[src/rtl/float_norm_round_if.sv]
// Handshake and data bundle between the adder's result-select stage and the
// normalise/round/pack back end.
interface float_norm_round_if #(
  parameter int EXP_W = 8,
  parameter int MAN_W = 23
);
  logic                   start;
  logic                   sign_in;
  logic [EXP_W-1:0]       exp_in;
  logic [MAN_W+4:0]       frac_in;
  logic                   busy;
  logic                   done;
  logic [EXP_W+MAN_W:0]   result;
  logic                   overflow;
  logic                   underflow;

  modport slave (
    input  start, sign_in, exp_in, frac_in,
    output busy, done, result, overflow, underflow
  );

  modport master (
    output start, sign_in, exp_in, frac_in,
    input  busy, done, result, overflow, underflow
  );
endinterface

[src/rtl/float_norm_round.sv]
// Normalise, round-to-nearest-even and pack stage of the float adder.
// Left normalisation walks one bit per clock; result and flags register on leaving PACK.
module float_norm_round #(
  parameter int EXP_W = 8,
  parameter int MAN_W = 23
) (
  input logic               clk,
  input logic               res,
  float_norm_round_if.slave bus
);
  localparam int FW = MAN_W + 5;
  localparam int XW = EXP_W + 2;
  localparam logic [XW-1:0] EXP_MAX = XW'((1 << EXP_W) - 1);

  typedef enum logic [2:0] {S_IDLE, S_ALIGN, S_NORM, S_ROUND, S_PACK} state_t;

  state_t               state_q, state_d;
  logic                 sign_q, sign_d;
  logic [XW-1:0]        exp_q, exp_d;
  logic [FW-1:0]        frac_q, frac_d;
  logic                 zero_q, zero_d;
  logic                 flush_q, flush_d;
  logic [EXP_W+MAN_W:0] result_q, result_d;
  logic                 ovf_q, ovf_d;
  logic                 unf_q, unf_d;
  logic                 done_q, done_d;
  logic                 round_up;
  logic [XW-1:0]        exp_fin;
  logic [MAN_W-1:0]     man_fin;

  always_ff @(posedge clk or posedge res) begin
    if (res) begin
      state_q  <= S_IDLE;
      sign_q   <= 1'b0;
      exp_q    <= '0;
      frac_q   <= '0;
      zero_q   <= 1'b0;
      flush_q  <= 1'b0;
      result_q <= '0;
      ovf_q    <= 1'b0;
      unf_q    <= 1'b0;
      done_q   <= 1'b0;
    end else begin
      state_q  <= state_d;
      sign_q   <= sign_d;
      exp_q    <= exp_d;
      frac_q   <= frac_d;
      zero_q   <= zero_d;
      flush_q  <= flush_d;
      result_q <= result_d;
      ovf_q    <= ovf_d;
      unf_q    <= unf_d;
      done_q   <= done_d;
    end
  end

  always_comb begin
    state_d  = state_q;
    sign_d   = sign_q;
    exp_d    = exp_q;
    frac_d   = frac_q;
    zero_d   = zero_q;
    flush_d  = flush_q;
    result_d = result_q;
    ovf_d    = ovf_q;
    unf_d    = unf_q;
    done_d   = 1'b0;
    round_up = frac_q[2] & (frac_q[1] | frac_q[0] | frac_q[3]);
    exp_fin  = exp_q + XW'(frac_q[FW-1]);
    man_fin  = frac_q[FW-1] ? frac_q[FW-2:4] : frac_q[FW-3:3];

    unique case (state_q)
      S_IDLE: begin
        if (bus.start) begin
          sign_d  = bus.sign_in;
          exp_d   = XW'(bus.exp_in);
          frac_d  = bus.frac_in;
          zero_d  = 1'b0;
          flush_d = 1'b0;
          state_d = S_ALIGN;
        end
      end
      S_ALIGN: begin
        // Right shift folds the two dropped bits into sticky.
        if (frac_q[FW-1]) begin
          frac_d = {1'b0, frac_q[FW-1:2], frac_q[1] | frac_q[0]};
          exp_d  = exp_q + XW'(1);
        end
        state_d = S_NORM;
      end
      S_NORM: begin
        if (frac_q == '0) begin
          zero_d  = 1'b1;
          state_d = S_PACK;
        end else if (frac_q[FW-2]) begin
          state_d = S_ROUND;
        end else if (exp_q == XW'(1)) begin
          flush_d = 1'b1;
          state_d = S_PACK;
        end else begin
          frac_d = {frac_q[FW-2:0], 1'b0};
          exp_d  = exp_q - XW'(1);
        end
      end
      S_ROUND: begin
        frac_d  = frac_q + (FW'(round_up) << 3);
        state_d = S_PACK;
      end
      S_PACK: begin
        done_d  = 1'b1;
        ovf_d   = 1'b0;
        unf_d   = 1'b0;
        state_d = S_IDLE;
        if (zero_q || flush_q) begin
          result_d = {sign_q, {(EXP_W+MAN_W){1'b0}}};
          unf_d    = flush_q;
        end else if (exp_fin >= EXP_MAX) begin
          result_d = {sign_q, {EXP_W{1'b1}}, {MAN_W{1'b0}}};
          ovf_d    = 1'b1;
        end else begin
          result_d = {sign_q, exp_fin[EXP_W-1:0], man_fin};
        end
      end
      default: state_d = S_IDLE;
    endcase
  end

  assign bus.busy      = (state_q != S_IDLE);
  assign bus.done      = done_q;
  assign bus.result    = result_q;
  assign bus.overflow  = ovf_q;
  assign bus.underflow = unf_q;
endmodule
[src/flat_wrapper.sv]
// flat-port wrapper written by rule: the top's interface ports become plain ports
module float_norm_round_flat 
#(
  parameter int EXP_W = 8,
  parameter int MAN_W = 23
)
  (clk, res, bus_start, bus_sign_in, bus_exp_in, bus_frac_in, bus_busy, bus_done, bus_result, bus_overflow, bus_underflow);
  float_norm_round_if #(.EXP_W(EXP_W), .MAN_W(MAN_W)) bus_i ();
  input logic clk;
  input logic res;
  input wire logic [$bits(bus_i.start)-1:0] bus_start;
  input wire logic [$bits(bus_i.sign_in)-1:0] bus_sign_in;
  input wire logic [$bits(bus_i.exp_in)-1:0] bus_exp_in;
  input wire logic [$bits(bus_i.frac_in)-1:0] bus_frac_in;
  output wire logic [$bits(bus_i.busy)-1:0] bus_busy;
  output wire logic [$bits(bus_i.done)-1:0] bus_done;
  output wire logic [$bits(bus_i.result)-1:0] bus_result;
  output wire logic [$bits(bus_i.overflow)-1:0] bus_overflow;
  output wire logic [$bits(bus_i.underflow)-1:0] bus_underflow;
  assign bus_i.start = bus_start;
  assign bus_i.sign_in = bus_sign_in;
  assign bus_i.exp_in = bus_exp_in;
  assign bus_i.frac_in = bus_frac_in;
  assign bus_busy = bus_i.busy;
  assign bus_done = bus_i.done;
  assign bus_result = bus_i.result;
  assign bus_overflow = bus_i.overflow;
  assign bus_underflow = bus_i.underflow;
  float_norm_round #(.EXP_W(EXP_W), .MAN_W(MAN_W)) u_core (.clk(clk), .res(res), .bus(bus_i));
endmodule
[config.mk]
export PLATFORM = sky130hd
export DESIGN_NAME = float_norm_round_flat
export DESIGN_NICKNAME = d
export VERILOG_FILES = /design/src/rtl/float_norm_round_if.sv /design/src/rtl/float_norm_round.sv /design/src/flat_wrapper.sv
export SDC_FILE = /design/constraint.sdc
export NUM_CORES = 1
export LEC_CHECK = 0
export ABC_AREA = 1
export ABC_CLOCK_PERIOD_IN_PS = 2700
export BUFFER_PORTS_ARGS = -buffer_cell sky130_fd_sc_hd__clkbuf_2
export CORE_MARGIN = 2
export CORE_UTILIZATION = 25
export DETAILED_ROUTE_END_ITERATION = 10
export GPL_TIMING_DRIVEN = 0
export PLACE_DENSITY_LB_ADDON = 0.3
export REMOVE_ABC_BUFFERS = 1
export SYNTH_ARGS = -nofsm -noshare
export SYNTH_HDL_FRONTEND = slang
export SYNTH_SLANG_ARGS = --single-unit
[constraint.sdc]
create_clock -name clk -period 2.7 [get_ports clk]
set_clock_uncertainty 0.1 [all_clocks]
set_input_delay 0.135 -clock clk [delete_from_list [all_inputs] [get_ports clk]]
set_output_delay 0.135 -clock clk [all_outputs]
set_load 0.01 [all_outputs]
==> impl_metrics.csv, run 1 <==
group,metric,value,unit
status,status,"finished, final reports clean",
grt,grt-ovfl-total,0,
final_layout,syn_to_final_growth,16.7,%
place,port_buffers,75,
grt,grt_start_max_net_pins,62,
final_layout,antennaDiodeCount,0,
sta,drv_slew,0,
cts,clock-sinks,79,
final_layout,final_cells,1264,
die,start_util,0.255,
sta,max_freq,383,MHz
sta,setup_violations,0,
worst_setup_path,r2r_slack,0.09,ns
sta,fin_crit,2.61,ns
drt,vias_per_cell,4.84,
cts,clock_latency,0.35,ns
power,peakVddDrop,333,uV
power,p_sw_frac,0.520,
final_layout,regArea,1980,um^2
final_layout,multiInputGateArea,3350,um^2
cts,h-tree-depth,3,
drt,ant_nets,0,
drt,drtPass1Iterations,5,
logic_synthesis,synth_edf_count,0,
worst_setup_path,crit_arrival,2.74,ns
logic_synthesis,synth_warnings,0,
flow_run,maxCapViolCount,0,
logic_synthesis,synthTopCellsByCount,"351 x nand2_1, 115 x nand3_1, 107 x nor2_1",
logic_synthesis,yosys.area.top_type,"dfrtp_1",
cts,tritoncts,"built",
logic_synthesis,syn_avg_cell_area,6.28,um^2
worst_setup_path,cpMaxStageDelayCell,"dfrtp_1",
worst_setup_path,crit_path_cell_trace,"ha_1 > ha_1 > nand2_1 > nor3_1 > nand2_1 > nor2_1 > nand3b_2 > nand3_1 > nand2_1",
worst_setup_path,worstSetupStartpointType,"register",
logic_synthesis,syn_area,5800,um^2
worst_setup_path,critical_path_class,"register to register",
drt,num_vias,6117,
cts,cts_buffer_depth,2,
grt,grt_pass1_vias,5559,
power,p_comb_frac,0.522,
sta,holdWs,0.0142,ns
drt,wl_per_cell,16.4,um
place,dp_cells,1236,
sta,fin_ws,0.0920,ns
grt,grt_usage,0.162,
sta,post-route-period-util,0.966,
grt,grt_pass1_wl,31000,um
grt,antenna_found_initial,0,
cts,cts_root_buffer,"clkbuf_16",
die,die-area,24400,um^2
die,num_io_pins,76,
sta,maxSlewHeadroom,0.157,
power,p_seq_frac,0.314,
worst_setup_path,required,2.83,ns
power,leakagePower,0.00339,uW
die,fp.dieH,156,um
logic_synthesis,ys_async_sr_fraction,1.00,
logic_synthesis,synthTopCellsByArea,"dfrtp_1 34%, nand2_1 23%, nand3_1 9.9%, nor2_1 6.9%, a211oi_1 3.0%",
sta,finalHoldViolations,0,
die,core,22700,um^2
power,p_switching,4030,uW
die,rows,55,
place,dp_slack,-0.564,ns
logic_synthesis,ys_seq_area_frac,0.341,
final_layout,n_fill_cell,2587,
final_layout,final_util,0.298,
power,clkPwrFrac,0.163,
logic_synthesis,syn_inst,923,
cts,path_clk_slew,0.06,ns
place,gp_congestion,0.929,
drt,wl,20800,um
logic_synthesis,yosysTopAreaCellShare,0.341,
power,cellPowerDensity,1140,nW/um^2
hold_path,hold_path_class,"input port to register",
power,p_int,3710,uW
worst_setup_path,max_stage_delay,0.49,ns
logic_synthesis,synth_cell_types,31,
die,chipWidth,156,um
place,dp_hpwl,13600,um
logic_synthesis,ys.flop_type,"dfrtp_1",
drt,drc_errors,0,
worst_setup_path,path_max_fanout,12,
worst_setup_path,crit_top_cell,"nand2_1",
logic_synthesis,synth-seq-cells,79,
final_layout,nets,1021,
drt,drt_iter0_drc,548,
cts,cts_made_buffers,9,
worst_setup_path,cp-end-kind,"register",
final_layout,drive_gt1_frac,0.162,
sta,tightest_slew,1.26,ns
sta,rsz0062_at_grt,"true",
logic_synthesis,yosysMostFrequentCell,"nand2_1",
[kinds of logic (layout without fill, tap and decap cells)]
group / count (synthesis) / count (layout) / share of synthesized area
AOI/OAI and AO/OA: 82 / 82 / 0.0852
xor gates and xnor gates: 7 / 7 / 0.0106
adders and majority gates: 6 / 6 / 0.0129
buffers and inverters: 128 / 180 / 0.0934
DFF: 79 / 79 / 0.341
and+or+nand+nor: 621 / 625 / 0.457
[final timing paths]
check / from / endpoint / cells after the start
max in group asynchronous: res / u_core.frac_q[27]$_DFFE_PP0P_ / 4
worst max register to register: u_core.exp_q[0]$_DFFE_PP0P_ / u_core.bus.result[17]$_DFFE_PP0P_ / 9
min in group asynchronous: res / u_core.frac_q[22]$_DFFE_PP0P_ / 3
worst max-delay path: u_core.exp_q[0]$_DFFE_PP0P_ / u_core.bus.result[17]$_DFFE_PP0P_ / 9
worst min register to register: u_core.bus.underflow$_DFFE_PP0P_ / u_core.bus.underflow$_DFFE_PP0P_ / 2
worst min-delay path: bus_frac_in[22] / u_core.frac_q[22]$_DFFE_PP0P_ / 5
[flip-flops by register name (all words and copies together), names as in the netlist, 3 cells and up]
name               count
u_core.bus.result     32
u_core.state_q         3
u_core.frac_q         28
u_core.exp_q          10
[repair_timing]
| action | CTS | global route |
|---|---|---|
| hold buffers | 6 | 0 |
| pin swaps | 0 | 3 |
| gates resized for setup | 2 | 6 |
| gates cloned | 1 | 5 |
| setup endpoints to repair | 38 | 59 |
| endpoints found under the hold margin | 54 | 0 |
| setup buffers | 0 | 1 |
[placed cells by master, fill, tap and decap left out, types with 6 or more instances in the layout]
master	synthesis	routed
o21ai_0	28	28
ha_1	6	6
nand2_1	351	350
nor2_2	8	11
dfrtp_1	79	78
nor2_1	107	105
a21oi_1	12	12
nand4_1	24	24
clkbuf_2	0	75
dlygate4sd3_1	0	6
a211oi_1	23	23
inv_1	46	44
xor2_1	7	6
nand3_1	115	115
clkbuf_16	0	9
inv_2	30	30
o21ai_1	9	9
[worst max-delay path: cells and delay by family, from the launching register on]
family	cells	cell delay [ns]
simple gates	7	1.36
fa+ha+maj	2	0.55
flops	1	0.49
[through the flow]
stage	cell area (um^2)	setup TNS, ns	total power, uW
2_1_floorplan	5560	0	4960
3_3_place_gp	6290	-79.02	6220
3_5_place_dp	6320	-15.69	6260
4_1_cts	6690	0	7580
5_1_grt	6770	-0.0818	8440
6_report	6770	0	7740
[power groups by stage]
| stage | clock network (uW) | logic (uW) | registers [uW] |
|---|---|---|---|
| floorplan | 0 | 2660 | 2290 |
| global route | 1330 | 4580 | 2520 |
| detailed placement | 0 | 3850 | 2410 |
| global placement | 0 | 3810 | 2410 |
| finish | 1270 | 4040 | 2430 |
| CTS | 1290 | 3880 | 2410 |
[area by class of cell]
type                            count  area share
Clock inverter                      3     0.00628
Timing Repair inverter              2     0.00148
Sequential cell                    79       0.292
Tap cell                          285      0.0527
Timing Repair Buffer               83      0.0695
Clock buffer                       12      0.0379
Inverter                           80      0.0453
Multi-Input combinational cell    720       0.495
[layer usage]
layer / global-route usage / up-vias / share of wire
li1: - / 3073 / -
met1: 0.242 / 2819 / 0.49
met2: 0.237 / 203 / 0.44
met3: 0.0274 / 22 / 0.059
met4: 0.0454 / 0 / 0.018
met5: 0 / - / 0
Power figures use the tool's default switching activity.
==> run 2: changes to the inputs <==
--- a/config.mk
+++ b/config.mk
@@ -9,7 +9,7 @@
 export ABC_CLOCK_PERIOD_IN_PS = 2700
 export BUFFER_PORTS_ARGS = -buffer_cell sky130_fd_sc_hd__clkbuf_2
 export CORE_MARGIN = 2
-export CORE_UTILIZATION = 25
+export CORE_UTILIZATION = 38
 export DETAILED_ROUTE_END_ITERATION = 10
 export GPL_TIMING_DRIVEN = 0
 export PLACE_DENSITY_LB_ADDON = 0.3
==> impl_metrics.csv, run 2 (synthesized netlist as in run 1, its figures left out) <==
group,metric,value,unit
worst_setup_path,crit_arrival,2.65,ns
sta,drv_slew,0,
die,num_io_pins,76,
grt,antenna_found_initial,0,
final_layout,regArea,1980,um^2
grt,use_met2,0.332,
die,start_util,0.386,
drt,num_vias,6177,
final_layout,drive_gt1_frac,0.161,
power,finalPower,7810,uW
grt,use_met1,0.330,
worst_setup_path,cp-end-kind,"register",
final_layout,final_cells,1166,
sta,tns,0,ns
worst_setup_path,r2r_slack,0.20,ns
grt,grt-ovfl-total,0,
sta,max_freq,400,MHz
sta,setup_violations,0,
drt,wl,18400,um
cts,h-tree-depth,3,
final_layout,n_fill_cell,1593,
status,status,"finished with violations",
cts,path_clk_slew,0.07,ns
place,dp_hpwl,12200,um
worst_setup_path,required,2.85,ns
drt,drt_iter0_drc,618,
power,cellPowerDensity,1170,nW/um^2
die,chipWidth,128,um
final_layout,final_common_cell,"nand2_1",
drt,wl_per_cell,15.8,um
cts,cts_buffer_depth,2,
flow_run,maxCapViolCount,0,
sta,finalHoldViolations,1,
drt,drc_errors,0,
worst_setup_path,startpoint,"u_core.frac_q[2]$_DFFE_PP0P_",
sta,maxSlewHeadroom,0.223,
cts,tritoncts,"built",
cts,cts_root_buffer,"clkbuf_16",
cts,clock_latency,0.35,ns
final_layout,nets,1020,
die,rows,45,
worst_setup_path,r2r_end,"u_core.frac_q[13]$_DFFE_PP0P_",
cts,clock-sinks,79,
grt,grt_pass1_wl,28400,um
grt,grt_pass1_vias,5474,
grt,grt_start_max_net_pins,47,
worst_setup_path,r2r_cells,12,
sta,holdWs,-0.000618,ns
worst_setup_path,crit-reg2reg-launch,"u_core.frac_q[2]$_DFFE_PP0P_",
place,gp_congestion,0.937,
sta,fin_crit,2.50,ns
power,leakagePower,0.00340,uW
hold_path,hold_path_class,"input port to register",
final_layout,antennaDiodeCount,0,
die,core,15000,um^2
sta,post-route-period-util,0.926,
final_layout,multiInputGateArea,3330,um^2
sta,rsz0062_at_grt,"false",
die,die-area,16300,um^2
sta,tightest_slew,1.16,ns
die,fp.dieH,128,um
drt,ant_nets,0,
final_layout,final_util,0.444,
grt,grt_usage,0.220,
drt,vias_per_cell,5.30,
worst_setup_path,endpoint,"u_core.frac_q[13]$_DFFE_PP0P_",
cts,cts_made_buffers,9,
worst_setup_path,worstSetupStartpointType,"register",
power,peakVddDrop,449,uV
grt,grt_use_met3,0.0268,
final_layout,syn_to_final_growth,15.0,%
worst_setup_path,critical_path_class,"register to register",
worst_setup_path,path_max_fanout,5,
place,dp_cells,1139,
place,port_buffers,75,
status,violations,"negative hold slack",
grt,grt-busiest-layer,"met2",
drt,drtPass1Iterations,5,
final_layout,largest_reg_flops,32,
final_layout,final_cell_mix,"350 x nand2_1, 115 x nand3_1, 106 x nor2_1",
==> run 2: changes by cell type in the layout (fill, tap and decap cells not counted), sizes merged <==
cell         delta
bufinv          +2
clkbuf          -3
clkinv          +1
clkinvlp        -1
dlygate4sd3     +1
inv             +1
nand3b          -1
nor2            -1
==> run 2: timing repair <==
item / 4_1_cts / 5_1_grt
resized for setup: 1 / 6
buffers inserted: 0 / 1
setup endpoints to repair: 36 / 59
pin swaps: 0 / 2
hold endpoints to repair: 39 / 0
hold buffers: 7 / 0
cloned: 1 / 3
==> run 2: how the worst min path moves through the flow <==
stage                                from  depth (start not counted)                                end  slack, ns
final                     bus_frac_in[13]                          5      u_core.frac_q[13]$_DFFE_PP0P_    -0.0006
after global routing      bus_frac_in[13]                          5      u_core.frac_q[13]$_DFFE_PP0P_       0.03
after CTS                 bus_frac_in[22]                          5      u_core.frac_q[22]$_DFFE_PP0P_     0.0001
after detailed placement              res                          2  u_core.bus.result[21]$_DFFE_PP0P_       0.08
after global placement        bus_sign_in                          3          u_core.sign_q$_DFFE_PP0P_       0.25
after floorplan               bus_sign_in                          2          u_core.sign_q$_DFFE_PP0P_       0.15
==> run 2: power by group <==
| part | internal (uW) | switching (uW) | total (uW) |
|---|---|---|---|
| Sequential | 1690 | 729 | 2410 |
| Clock | 899 | 530 | 1430 |
| Combinational | 1260 | 2700 | 3960 |
| Total | 3850 | 3960 | 7810 |
==> run 2: area by class of cell <==
type                    instances  area share
multi-input cells             718       0.499
flip-flops and latches         79       0.297
repair buffers                 84      0.0720
inverters                      80      0.0459
well taps                     188      0.0353
clock buffers                   9      0.0338
clock inverters                 6      0.0163
repair inverters                2     0.00150
==> run 2: worst max-delay path, stage by stage, from the launching register on <==
cell and delay, ns:
dfrtp_1 0.41, nand2_1 0.13, inv_1 0.16, ha_1 0.29, nand2_1 0.12, nor2_1 0.32
nand2_1 0.22, inv_1 0.24, nand3_1 0.11, nand3_1 0.10, nand4_1 0.08, nand2_1 0.06
nand2_1 0.05
==> run 2: per-stage QoR <==
step	hold slack (ns)	worst slack [ns]	instance area, um^2
finish	-0.000618	0.200	6670
global route	0.0342	0.0109	6670
CTS	0.000148	0.0298	6610
detailed placement	0.0778	-0.452	6200
global placement	0.254	-0.678	6170
floorplan	0.152	0.276	5560
==> run 2: metal layers <==
layer / routed length, um / share of wire
met5: 0 / 0
met4: 304 / 0.017
met1: 8680 / 0.47
met3: 1430 / 0.078
met2: 7970 / 0.43
==> run 3: changes to the inputs <==
--- a/config.mk
+++ b/config.mk
@@ -5,7 +5,6 @@
 export SDC_FILE = /design/constraint.sdc
 export NUM_CORES = 1
 export LEC_CHECK = 0
-export ABC_AREA = 1
 export ABC_CLOCK_PERIOD_IN_PS = 2700
 export BUFFER_PORTS_ARGS = -buffer_cell sky130_fd_sc_hd__clkbuf_2
 export CORE_MARGIN = 2
==> impl_metrics.csv, run 3 <==
group,metric,value,unit
worst_setup_path,path_max_fanout,7,
cts,cts_buffer_depth,2,
sta,tns,0,ns
drt,wl_per_cell,18.9,um
cts,clock-sinks,79,
worst_setup_path,worstSetupStartpointType,"register",
logic_synthesis,yosysMostFrequentCell,"dfrtp_1",
worst_setup_path,critical_path_class,"register to register",
cts,tritoncts,"built",
logic_synthesis,syn_inst,639,
final_layout,largest_reg_flops,32,
grt,grt_start_max_net_pins,56,
worst_setup_path,r2r_slack,0.005,ns
worst_setup_path,required,2.84,ns
logic_synthesis,syn_avg_cell_area,8.27,um^2
final_layout,antennaDiodeCount,0,
logic_synthesis,ys_seq_area_frac,0.374,
worst_setup_path,cp-end-kind,"register",
logic_synthesis,synth_edf_count,0,
power,finalPower,7940,uW
logic_synthesis,yosys.area.top_type,"dfrtp_1",
final_layout,final_cell_mix,"75 x clkbuf_2, 75 x dfrtp_1, 66 x nand2_1",
sta,max_freq,371,MHz
logic_synthesis,synthTopCellsByArea,"dfrtp_1 37%, o21ai_0 5.5%, nand2_1 4.8%, mux2i_1 4.4%, nor2_1 4.0%",
die,chipWidth,122,um
grt,antenna_found_initial,0,
die,die-area,14900,um^2
logic_synthesis,synth-seq-cells,79,
final_layout,syn_to_final_growth,17.4,%
cts,cts_root_buffer,"clkbuf_16",
die,num_io_pins,76,
grt,grt-ovfl-total,0,
grt,grt_pass1_wl,25600,um
cts,clock_latency,0.35,ns
drt,wl,16500,um
logic_synthesis,synth_warnings,0,
final_layout,final_util,0.452,
power,peakVddDrop,575,uV
drt,drtPass1Iterations,8,
drt,vias_per_cell,6.00,
logic_synthesis,ys.flop_type,"dfrtp_1",
worst_setup_path,crit_arrival,2.83,ns
cts,path_clk_slew,0.06,ns
grt,grt_pass1_vias,4830,
final_layout,drive_gt1_frac,0.199,
drt,drt_iter0_drc,534,
sta,fin_crit,2.70,ns
place,port_buffers,75,
drt,num_vias,5218,
sta,drv_slew,0,
sta,post-route-period-util,0.998,
logic_synthesis,synth_cell_types,66,
sta,holdWs,0.0104,ns
hold_path,hold_path_class,"input port to register",
die,fp.dieH,122,um
logic_synthesis,synthTopCellsByCount,"79 x dfrtp_1, 68 x nand2_1, 58 x o21ai_0",
status,status,"finished, final reports clean",
flow_run,maxCapViolCount,0,
sta,rsz0062_at_grt,"true",
drt,drc_errors,0,
logic_synthesis,ys_async_sr_fraction,1.00,
place,gp_congestion,0.896,
drt,ant_nets,0,
die,core,13700,um^2
die,start_util,0.385,
sta,maxSlewHeadroom,0.399,
place,dp_cells,829,
power,cellPowerDensity,1280,nW/um^2
final_layout,nets,730,
logic_synthesis,syn_area,5290,um^2
power,leakagePower,0.00260,uW
die,rows,43,
sta,finalHoldViolations,0,
cts,cts_made_buffers,9,
place,dp_hpwl,10300,um
logic_synthesis,yosysTopAreaCellShare,0.374,
cts,h-tree-depth,3,
final_layout,final_cells,869,
sta,tightest_slew,0.897,ns
grt,grt_usage,0.220,
sta,setup_violations,0,
==> run 3: changes by cell type after synthesis, sizes merged, moves of 23 or more <==
cell,before,now
nand2,354,68
o21ai,37,80
nand3,119,19
mux2i,0,23
nor2,118,57
inv,76,15
==> run 3: stage by stage <==
step	instance area (um^2)	worst slack, ns
6_report	6210	0.00461
5_1_grt	6210	-0.127
4_1_cts	6150	0.0197
3_5_place_dp	5630	-1.38
3_3_place_gp	5580	-1.36
2_1_floorplan	4970	-0.388
==> run 3: final timing paths <==
| kind | startpoint | end | cells past startpoint |
|---|---|---|---|
| worst min-delay path | bus_frac_in[14] | u_core.frac_q[14]$_DFFE_PP0P_ | 3 |
| worst min register to register | u_core.bus.result[19]$_DFFE_PP0P_ | u_core.bus.result[19]$_DFFE_PP0P_ | 2 |
| max in group asynchronous | res | u_core.frac_q[27]$_DFFE_PP0P_ | 4 |
| worst max register to register | u_core.frac_q[2]$_DFFE_PP0P_ | u_core.frac_q[23]$_DFFE_PP0P_ | 8 |
| min in group asynchronous | res | u_core.bus.result[20]$_DFFE_PP0P_ | 3 |
| worst max-delay path | u_core.frac_q[2]$_DFFE_PP0P_ | u_core.frac_q[23]$_DFFE_PP0P_ | 8 |
==> run 3: metal layers <==
metal  global-route usage  vias up  wire, um  part of all wire
li1                     -     2440         -                 -
met1                0.310     2493      7150              0.43
met2                0.338      247      7560              0.46
met4               0.0876        0       401             0.024
met5                    0        -         0                 0
met3               0.0356       38      1350             0.082
==> run 3: area by class of cell <==
class | count | area, um^2
inverter | 15 | 58.8
multi-input combinational | 481 | 3040
sequential | 79 | 1990
clock inverter | 3 | 17.5
fill | 1372 | 7510
timing repair buffer | 98 | 616
clock buffer | 13 | 260
tap | 180 | 225
==> run 3: power by group <==
group	total (uW)	internal, uW	switching, uW
sequential	2710	1720	991
clock	1180	671	511
combinational	4050	1700	2350
total	7940	4090	3850
==> run 3: what timing repair did <==
item                                    CTS  global route
resized for setup                        14             4
cloned                                    1             2
hold buffers                             13             0
buffers inserted                          6             2
endpoints found under the hold margin    36             0
pin swaps                                 0             2
endpoints found under the setup margin   72            63
==> run 3: critical path, cell delays in order (launching register included) <==
cell	delay, ns
dfrtp_1	0.54
and2_1	0.18
ha_1	0.21
nand4_1	0.24
nor4_2	0.68
nand4_1	0.20
xnor2_1	0.16
o21ai_0	0.09
a22o_1	0.19
==> run 3: logic make-up (layout without fill, tap and decap cells) <==
kind of cell | after synthesis | after routing | share of synthesized area
fa+ha+maj | 6 | 6 | 0.0142
mux | 27 | 27 | 0.0521
buf+inv | 82 | 129 | 0.0696
simple gates | 220 | 221 | 0.205
compound gates | 209 | 211 | 0.258
xor+xnor | 16 | 16 | 0.0265
flops | 79 | 79 | 0.374
